## config.mk

```make
export PLATFORM = sky130hd
export DESIGN_NAME = fir_xif_offloader
export DESIGN_NICKNAME = d
export VERILOG_FILES = /design/src/rtl/fir_xifu_pkg.sv /design/src/rtl/fir_xif_id_alloc.sv /design/src/rtl/fir_xif_offloader.sv
export SDC_FILE = /design/constraint.sdc
export NUM_CORES = 1
export LEC_CHECK = 0
export ABC_AREA = 1
export CAP_MARGIN = 20
export CORE_AREA = 2 2 150 152
export CTS_BUF_LIST = sky130_fd_sc_hd__clkbuf_4 sky130_fd_sc_hd__clkbuf_8
export CTS_CLUSTER_SIZE = 8
export DETAILED_ROUTE_END_ITERATION = 16
export DIE_AREA = 0 0 152 154
export GPL_ROUTABILITY_DRIVEN = 0
export PLACE_DENSITY = 0.78
export SYNTH_ARGS = -nofsm -noshare
export SYNTH_HDL_FRONTEND = slang
export SYNTH_SLANG_ARGS = --single-unit
export TNS_END_PERCENT = 5
```

## constraint.sdc

```tcl
create_clock -name clk_i -period 7.6 [get_ports clk_i]
set_clock_uncertainty 0.15 [all_clocks]
set_input_delay 0.76 -clock clk_i [delete_from_list [all_inputs] [get_ports clk_i]]
set_output_delay 0.76 -clock clk_i [all_outputs]
set_load 0.02 [all_outputs]
```

## src/rtl/fir_xifu_pkg.sv

```systemverilog
// Shared types and sizing for the FIR extension unit X-interface (core side).
package fir_xifu_pkg;

  localparam int X_ID_WIDTH = 4;
  localparam int X_ID_MAX   = 2 ** X_ID_WIDTH;

  typedef enum logic [1:0] {
    ID_FREE     = 2'd0,
    ID_RESERVED = 2'd1,
    ID_INFLIGHT = 2'd2
  } id_state_t;

  typedef struct packed {
    logic [31:0]           instr;
    logic [31:0]           rs1;
    logic [31:0]           rs2;
    logic                  kill;
    logic [X_ID_WIDTH-1:0] id;
  } offload_req_t;

endpackage

```

## src/rtl/fir_xif_id_alloc.sv

```systemverilog
// X-interface ID tracker: per-ID FREE/RESERVED/INFLIGHT state, lowest-free
// allocation from the registered state vector, and a count of busy IDs.
module fir_xif_id_alloc #(
  parameter int X_ID_WIDTH = fir_xifu_pkg::X_ID_WIDTH
) (
  input  logic                  clk_i,
  input  logic                  rst_i,
  input  logic                  reserve_i,
  output logic                  free_valid_o,
  output logic [X_ID_WIDTH-1:0] free_id_o,
  input  logic                  commit_i,
  input  logic [X_ID_WIDTH-1:0] commit_id_i,
  input  logic                  commit_inflight_i,
  input  logic                  result_free_i,
  input  logic [X_ID_WIDTH-1:0] result_id_i,
  input  logic [X_ID_WIDTH-1:0] query_id_i,
  output logic                  query_inflight_o,
  output logic [X_ID_WIDTH:0]   count_o
);
  import fir_xifu_pkg::*;

  localparam int ID_NUM = 2 ** X_ID_WIDTH;

  id_state_t state_q [ID_NUM];

  // Reserve, commit-resolve and result-free target distinct IDs, so all apply together.
  always_ff @(posedge clk_i) begin
    if (rst_i) begin
      for (int i = 0; i < ID_NUM; i++) state_q[i] <= ID_FREE;
    end else begin
      if (reserve_i)     state_q[free_id_o]   <= ID_RESERVED;
      if (commit_i)      state_q[commit_id_i] <= commit_inflight_i ? ID_INFLIGHT : ID_FREE;
      if (result_free_i) state_q[result_id_i] <= ID_FREE;
    end
  end

  // Lowest-numbered free ID and busy count, both from registered state only.
  always_comb begin
    free_valid_o = 1'b0;
    free_id_o    = '0;
    count_o      = '0;
    for (int i = ID_NUM - 1; i >= 0; i--) begin
      if (state_q[i] == ID_FREE) begin
        free_valid_o = 1'b1;
        free_id_o    = X_ID_WIDTH'(i);
      end
    end
    for (int i = 0; i < ID_NUM; i++) begin
      if (state_q[i] != ID_FREE) count_o = count_o + (X_ID_WIDTH + 1)'(1);
    end
  end

  assign query_inflight_o = (state_q[query_id_i] == ID_INFLIGHT);

endmodule

```

## src/rtl/fir_xif_offloader.sv

```systemverilog
// Core-side XIF initiator: captures offload requests into an issue register,
// drives issue/commit, consumes results and produces register-file writebacks.
module fir_xif_offloader #(
  parameter int X_ID_WIDTH = fir_xifu_pkg::X_ID_WIDTH
) (
  input  logic                  clk_i,
  input  logic                  rst_i,
  input  logic                  req_valid_i,
  output logic                  req_ready_o,
  input  logic [31:0]           req_instr_i,
  input  logic [31:0]           req_rs1_i,
  input  logic [31:0]           req_rs2_i,
  input  logic                  req_kill_i,
  output logic                  x_issue_valid_o,
  input  logic                  x_issue_ready_i,
  output logic [31:0]           x_issue_instr_o,
  output logic [X_ID_WIDTH-1:0] x_issue_id_o,
  output logic [31:0]           x_issue_rs1_o,
  output logic [31:0]           x_issue_rs2_o,
  input  logic                  x_issue_accept_i,
  input  logic                  x_issue_writeback_i,
  output logic                  x_commit_valid_o,
  output logic [X_ID_WIDTH-1:0] x_commit_id_o,
  output logic                  x_commit_kill_o,
  input  logic                  x_result_valid_i,
  output logic                  x_result_ready_o,
  input  logic [X_ID_WIDTH-1:0] x_result_id_i,
  input  logic [4:0]            x_result_rd_i,
  input  logic [31:0]           x_result_data_i,
  input  logic                  x_result_we_i,
  output logic                  wb_valid_o,
  output logic [4:0]            wb_rd_o,
  output logic [31:0]           wb_data_o,
  output logic                  illegal_o,
  output logic                  err_o,
  output logic [X_ID_WIDTH:0]   outstanding_o
);
  import fir_xifu_pkg::*;

  offload_req_t          req_p0;
  logic                  vld_p0;
  logic                  commit_vld_p1, illegal_vld_p1, inflight_p1, kill_p1;
  logic [X_ID_WIDTH-1:0] id_p1;
  logic                  wb_vld_p1;
  logic [4:0]            wb_rd_p1;
  logic [31:0]           wb_data_p1;
  logic                  err_q;

  logic                  free_valid, query_inflight;
  logic [X_ID_WIDTH-1:0] free_id;
  logic [X_ID_WIDTH:0]   count;
  logic                  capture, issue_hs, res_hs, res_ok;

  assign issue_hs    = vld_p0 & x_issue_ready_i;
  assign req_ready_o = (~vld_p0 | issue_hs) & free_valid & ~rst_i;
  assign capture     = req_valid_i & req_ready_o;
  assign res_hs      = x_result_valid_i & x_result_ready_o;
  assign res_ok      = res_hs & query_inflight;

  fir_xif_id_alloc #(.X_ID_WIDTH(X_ID_WIDTH)) u_id_alloc (
    .clk_i            (clk_i),
    .rst_i            (rst_i),
    .reserve_i        (capture),
    .free_valid_o     (free_valid),
    .free_id_o        (free_id),
    .commit_i         (commit_vld_p1 | illegal_vld_p1),
    .commit_id_i      (id_p1),
    .commit_inflight_i(inflight_p1),
    .result_free_i    (res_ok),
    .result_id_i      (x_result_id_i),
    .query_id_i       (x_result_id_i),
    .query_inflight_o (query_inflight),
    .count_o          (count)
  );

  // Stage p0 control: issue register occupancy.
  always_ff @(posedge clk_i) begin
    if (rst_i)        vld_p0 <= 1'b0;
    else if (capture) vld_p0 <= 1'b1;
    else if (issue_hs) vld_p0 <= 1'b0;
  end

  // Stage p0 data: captured request payload and allocated ID.
  always_ff @(posedge clk_i) begin
    if (capture) req_p0 <= '{instr: req_instr_i, rs1: req_rs1_i, rs2: req_rs2_i,
                             kill: req_kill_i, id: free_id};
  end

  // Stage p1 control: commit / illegal pulse one cycle after the issue handshake, writeback, sticky error.
  always_ff @(posedge clk_i) begin
    if (rst_i) begin
      commit_vld_p1  <= 1'b0;
      illegal_vld_p1 <= 1'b0;
      wb_vld_p1      <= 1'b0;
      err_q          <= 1'b0;
    end else begin
      commit_vld_p1  <= issue_hs & x_issue_accept_i;
      illegal_vld_p1 <= issue_hs & ~x_issue_accept_i;
      wb_vld_p1      <= res_ok & x_result_we_i & (x_result_rd_i != 5'd0);
      err_q          <= err_q | (res_hs & ~query_inflight);
    end
  end

  // Stage p1 data: commit ID/kill/resolution and writeback payload.
  always_ff @(posedge clk_i) begin
    if (issue_hs) begin
      id_p1       <= req_p0.id;
      kill_p1     <= req_p0.kill;
      inflight_p1 <= x_issue_accept_i & x_issue_writeback_i & ~req_p0.kill;
    end
    if (res_ok) begin
      wb_rd_p1   <= x_result_rd_i;
      wb_data_p1 <= x_result_data_i;
    end
  end

  // Outputs are masked during reset so nothing escapes once rst_i rises.
  assign x_result_ready_o = ~rst_i;
  assign x_issue_valid_o  = vld_p0 & ~rst_i;
  assign x_issue_instr_o  = x_issue_valid_o ? req_p0.instr : '0;
  assign x_issue_rs1_o    = x_issue_valid_o ? req_p0.rs1 : '0;
  assign x_issue_rs2_o    = x_issue_valid_o ? req_p0.rs2 : '0;
  assign x_issue_id_o     = x_issue_valid_o ? req_p0.id : '0;
  assign x_commit_valid_o = commit_vld_p1 & ~rst_i;
  assign x_commit_id_o    = x_commit_valid_o ? id_p1 : '0;
  assign x_commit_kill_o  = x_commit_valid_o & kill_p1;
  assign illegal_o        = illegal_vld_p1 & ~rst_i;
  assign wb_valid_o       = wb_vld_p1 & ~rst_i;
  assign wb_rd_o          = wb_valid_o ? wb_rd_p1 : '0;
  assign wb_data_o        = wb_valid_o ? wb_data_p1 : '0;
  assign err_o            = err_q & ~rst_i;
  assign outstanding_o    = rst_i ? '0 : count;

endmodule
```

# Yosys cells after proc, flatten, opt, wreduce, memory -nomap -nowiden

Memory sizes are Yosys's and may differ from the RTL's.
Index checks and enable logic that the tools add are counted.

Muxes and demuxes: 79
Reduce and logical (&&, ||, !) cells: 37
Add/subtract/negate cells: 15
Equal/unequal tests: 1
Bitwise logic cells: 27

Operators by type and width:

| kind                | count |
|---|---|
| $mux 32             | 4 |
| $mux 5              | 17 |
| $mux 4              | 21 |
| $add 5x1->5 const B | 14 |
| $reduce_bool 2->1   | 17 |
| $mux 1              | 33 |
| $logic_not 2->1     | 16 |
| $and 1x1->1         | 19 |
| $mux 2              | 4 |
| $reduce_or 2->1     | 3 |
| $not 1->1           | 5 |
| $reduce_bool 5->1   | 1 |
| $or 1x1->1          | 3 |
| $add 1x1->2 const B | 1 |
| $eq 2x2->1 const B  | 1 |

Memory bits (writable): 32
Output and inout bits: 154
Memories kept: 1
Bits in registers: 149
Bits of input ports: 146

Memories:

| memory             | words | bits a word | read ports | clocked after Yosys merged registers in | wr ports | line                   | source |
|---|---|---|---|---|---|---|---|
| u_id_alloc.state_q | 16    | 2           | 17         | 0                                       | 16       | fir_xif_id_alloc.sv:24 | `id_state_t state_q [ID_NUM];` |

# Longest topological paths before layout

An unclocked memory read counts as a cell.

Depth after elaboration: 34
Depth in mapped cells: 47

# Modules after synthesis

From an unflattened synthesis, not the netlist that was laid out.

Cell total of the unflattened synthesis: 1176
Area, all modules: 9593.0 um^2

By module, submodules not included:

| module            | sequential area each (um^2) | times used | area each (um^2) | cells an instance |
|---|---|---|---|---|
| fir_xif_offloader | 4424.2                      | 1          | 5815.6           | 497 |
| fir_xif_id_alloc  | 640.6                       | 1          | 3777.4           | 679 |

# Worst setup path before layout

No wires, ideal clock.

Kind: reg2out
From: mem u_id_alloc.state_q[0][1] (netlist bit)
To: out outstanding_o[4]
Setup slack: -0.559 ns
Stages on the path, launching flop included: 47
Path buffers: 0
Data required time: 6.690 ns
Arrival: 7.249 ns
Path through: dfxtp_1 nor2_1 inv_1 ha_1 inv_1 nand2_2 nand2_2 inv_1 ha_1 or2_1 nand2_1 xnor2_1 o21ai_1 ha_1 or2_2 nand2_1 xnor2_1 o21ai_1 (+11 left out) or2_2 o21ai_0 inv_1 xor2_1 o21ai_1 ha_1 o21ai_0 inv_1 ha_1 nand2_1 o21a_1 inv_1 ha_1 nand2_1 nor2_1 nand3_1 nor2_1 nor2_1

RTL lines:

| what               | line                    | source |
|---|---|---|
| start: declaration | fir_xif_id_alloc.sv:24  |  |
| end: declaration   | fir_xif_offloader.sv:36 | `output logic [X_ID_WIDTH:0] outstanding_o` |

==> flow_metrics.tcl <==
set metrics [dict create \
    yosys_most_used_dff "edfxtp_1" \
    timing.final.ws_setup_ns -0.490 \
    cts.sinks 181 \
    initial_core_util_pct 43.4 \
    peakVddDrop_mv 0.116 \
    track_usage_pct 23.1 \
    drtPass1Iterations 5 \
    clock_path_buffers 2 \
    slowest_delay_ns 0.35 \
    violations "negative setup slack" \
    drcViolationCount 0 \
    coreArea_um2 21700 \
    synth_edf_count 144 \
    yosys_warnings 0 \
    die-height_um 154 \
    n_fill_cell 1751 \
    die_area_um2 23400 \
    rsz0062_at_grt "true" \
    cp-start-kind "flop" \
    cts_hold_buf 0 \
    htreeDepth 4 \
    antenna_cells 0 \
    num_rows 54 \
    p_per_area_nw_per_um2 153 \
    overflow 0 \
    io_pins 300 \
    area_delta_synth_final_pct 47.1 \
    synth_async_sr_flop_share_pct 0 \
    power.leakage_nw 6.06 \
    drv_slew 0 \
    period_needed_ns 8.09 \
    r2r_end "req_p0[35]" \
    routed_wl_um 27500 \
    end_kind "output port" \
    startpoint "u_id_alloc.state_q[1][0]" \
    path_clk_slew_ns 0.10 \
    hold_depth 0 \
    synth_fp_nets 1289 \
    seq_area_frac_synth_pct 53.9 \
    rr_startpoint "u_id_alloc.state_q[7][1]" \
    cts_tree "built" \
    place_area_um2 13100 \
    required_ns 6.69 \
    cap_violations 0 \
    setup.worst_path.end "outstanding_o[4]" \
    avgSynthCellArea_um2 8.33 \
    synth_cells 1129 \
    totalPowerFinal_mw 2.12 \
    finalNetCount 1653 \
    antenna_found_initial 1 \
    postLayoutCoreUtil_pct 63.8 \
    cp_max_fo 3 \
    vias_per_cell 4.77 \
    arrival_ns 7.18 \
    rrSetupSlack_ns 4.00 \
    slew_headroom_pct 30.4 \
    final_cell_area_um2 13800 \
    worstSkewPairLatency_ns 0.46 \
    status "finished, violations left" \
    tightest_slew_ns 1.04 \
    drt_iter0_drc 538 \
    cts_made_buffers 17 \
    grt_pass1_vias 8513 \
    hold_viol_final 0 \
    setup-violations-final 4 \
    fmax_mhz 124 \
    cts_root_buffer "clkbuf_8" \
    drive_gt1_share_pct 15.0 \
    via_count 8520 \
    crit_top_cell "buf_4" \
    routedWlPerCell_um 15.4 \
    synth-seq-cells 181 \
    cp_slowest_cell "dfxtp_2" \
    dp_hpwl_um 20700 \
    yosysUniqueCellTypes 40 \
    grt_pass1_wl_um 42800 \
    syn-cell-area_um2 9400 \
    ant_nets 0 \
    io_buffers 299 \
    crit_type "flop to output port" \
    fin_crit_sh_pct 106 \
    grt_max_degree 102 \
    min_path_type "flop to flop" \
    reg2reg_depth 8 \
    die_x_um 152 \
]
[logic make-up after synthesis]
logic type | Yosys count | synth area share, %
AO/OA/AOI/OAI | 108 | 7.06
XOR/XNOR | 10 | 0.931
adder cells (fa/ha/maj) | 14 | 1.86
buffers and inverters | 263 | 10.5
flip-flops | 181 | 53.9
AND/OR/NAND/NOR | 553 | 25.8
[critical path: cells and delay by family (launching register included)]
family	cells	cell delay (ns)
compound gates	3	0.26
xor+xnor	3	0.36
fa+ha+maj	5	1.35
buf+inv	16	1.76
flops	1	0.35
simple gates	26	2.63
[per-stage QoR]
step / setup WS (ns) / instances / TNS, ns / hold slack (ns)
2_1_floorplan: 0.00209 / 1129 / 0 / 0.276
3_3_place_gp: -0.591 / 1728 / -1.81 / 0.284
3_5_place_dp: -0.729 / 1728 / -2.40 / 0.295
4_1_cts: -0.519 / 1784 / -1.63 / 0.318
5_1_grt: -0.986 / 1786 / -3.59 / 0.337
6_report: -0.490 / 1786 / -1.66 / 0.317
[Yosys cell counts (all sizes together) (7+ instances only)]
cell type | instances | area (um^2)
ha | 14 | 175
o21ai | 31 | 159
dfxtp | 37 | 741
nor2 | 230 | 891
nand2 | 236 | 996
edfxtp | 144 | 4320
a21oi | 31 | 155
a22oi | 18 | 135
nor3 | 20 | 115
nand3 | 47 | 285
a21boi | 7 | 52.6
nand3b | 9 | 67.6
clkbuf | 21 | 78.8
inv | 237 | 890
[flip-flops by register name, indices dropped and copies added, names as in the netlist]
register and flops:
err_q 1, wb_data_p1 32, commit_vld_p1 1, id_p1 4, wb_rd_p1 5, wb_vld_p1 1, inflight_p1 1, illegal_vld_p1 1
vld_p0 1, u_id_alloc.state_q 32, req_p0 101, kill_p1 1
[placed cells by master, fill, tap and decap left out, drive strengths merged]
| cell type | instances |
|---|---|
| nand3b | 9 |
| or2 | 6 |
| nand2 | 236 |
| o41ai | 1 |
| a31o | 1 |
| a22oi | 18 |
| o211ai | 6 |
| dfxtp | 37 |
| ha | 14 |
| a21oi | 31 |
| nor2 | 230 |
| clkinv | 7 |
| xor2 | 6 |
| o21a | 6 |
| clkbuf | 18 |
| o21ai | 31 |
| inv | 246 |
| edfxtp | 144 |
| nor3 | 20 |
| nand4 | 4 |
| a32oi | 3 |
| clkdlybuf4s50 | 295 |
| buf | 74 |
| a21boi | 7 |
| a211oi | 2 |
| nor4 | 1 |
| a31oi | 1 |
| nand3 | 47 |
| o31ai | 1 |
| xnor2 | 4 |
[power by group]
group,switching [mW],internal [mW]
Sequential,0.00914,1.10
Clock,0.401,0.253
Combinational,0.180,0.180
Total,0.590,1.53
[worst min-delay path by stage]
stage	start	endpoint	slack, ns
2_1_floorplan	req_p0[0]	id_p1[0]	0.28
3_3_place_gp	req_p0[4]	kill_p1	0.28
3_5_place_dp	req_p0[4]	kill_p1	0.29
4_1_cts	req_p0[4]	kill_p1	0.32
5_1_grt	req_p0[3]	id_p1[3]	0.34
6_report	req_p0[3]	id_p1[3]	0.32
[area by class of cell]
class | instances | area (um^2) | area share (%)
Sequential cell | 181 | 5070 | 36.6
Inverter | 239 | 905 | 6.54
Tap cell | 280 | 350 | 2.53
Clock buffer | 18 | 241 | 1.75
Timing Repair Buffer | 369 | 3510 | 25.4
Multi-Input combinational cell | 685 | 3600 | 26.0
Clock inverter | 14 | 154 | 1.11
[repair_timing]
action	in CTS	in global routing
gates cloned	0	0
pin swaps	35	32
setup endpoints to repair	4	4
resized for setup	40	37
setup buffers	24	3
[layer usage]
| metal | GRT usage, % | part of all wire [%] |
|---|---|---|
| met5 | 0 | 0 |
| met2 | 42.4 | 52 |
| met1 | 24.6 | 36 |
| met4 | 9.17 | 3.6 |
| met3 | 7.22 | 8.2 |
Power figures use the tool's default switching activity.
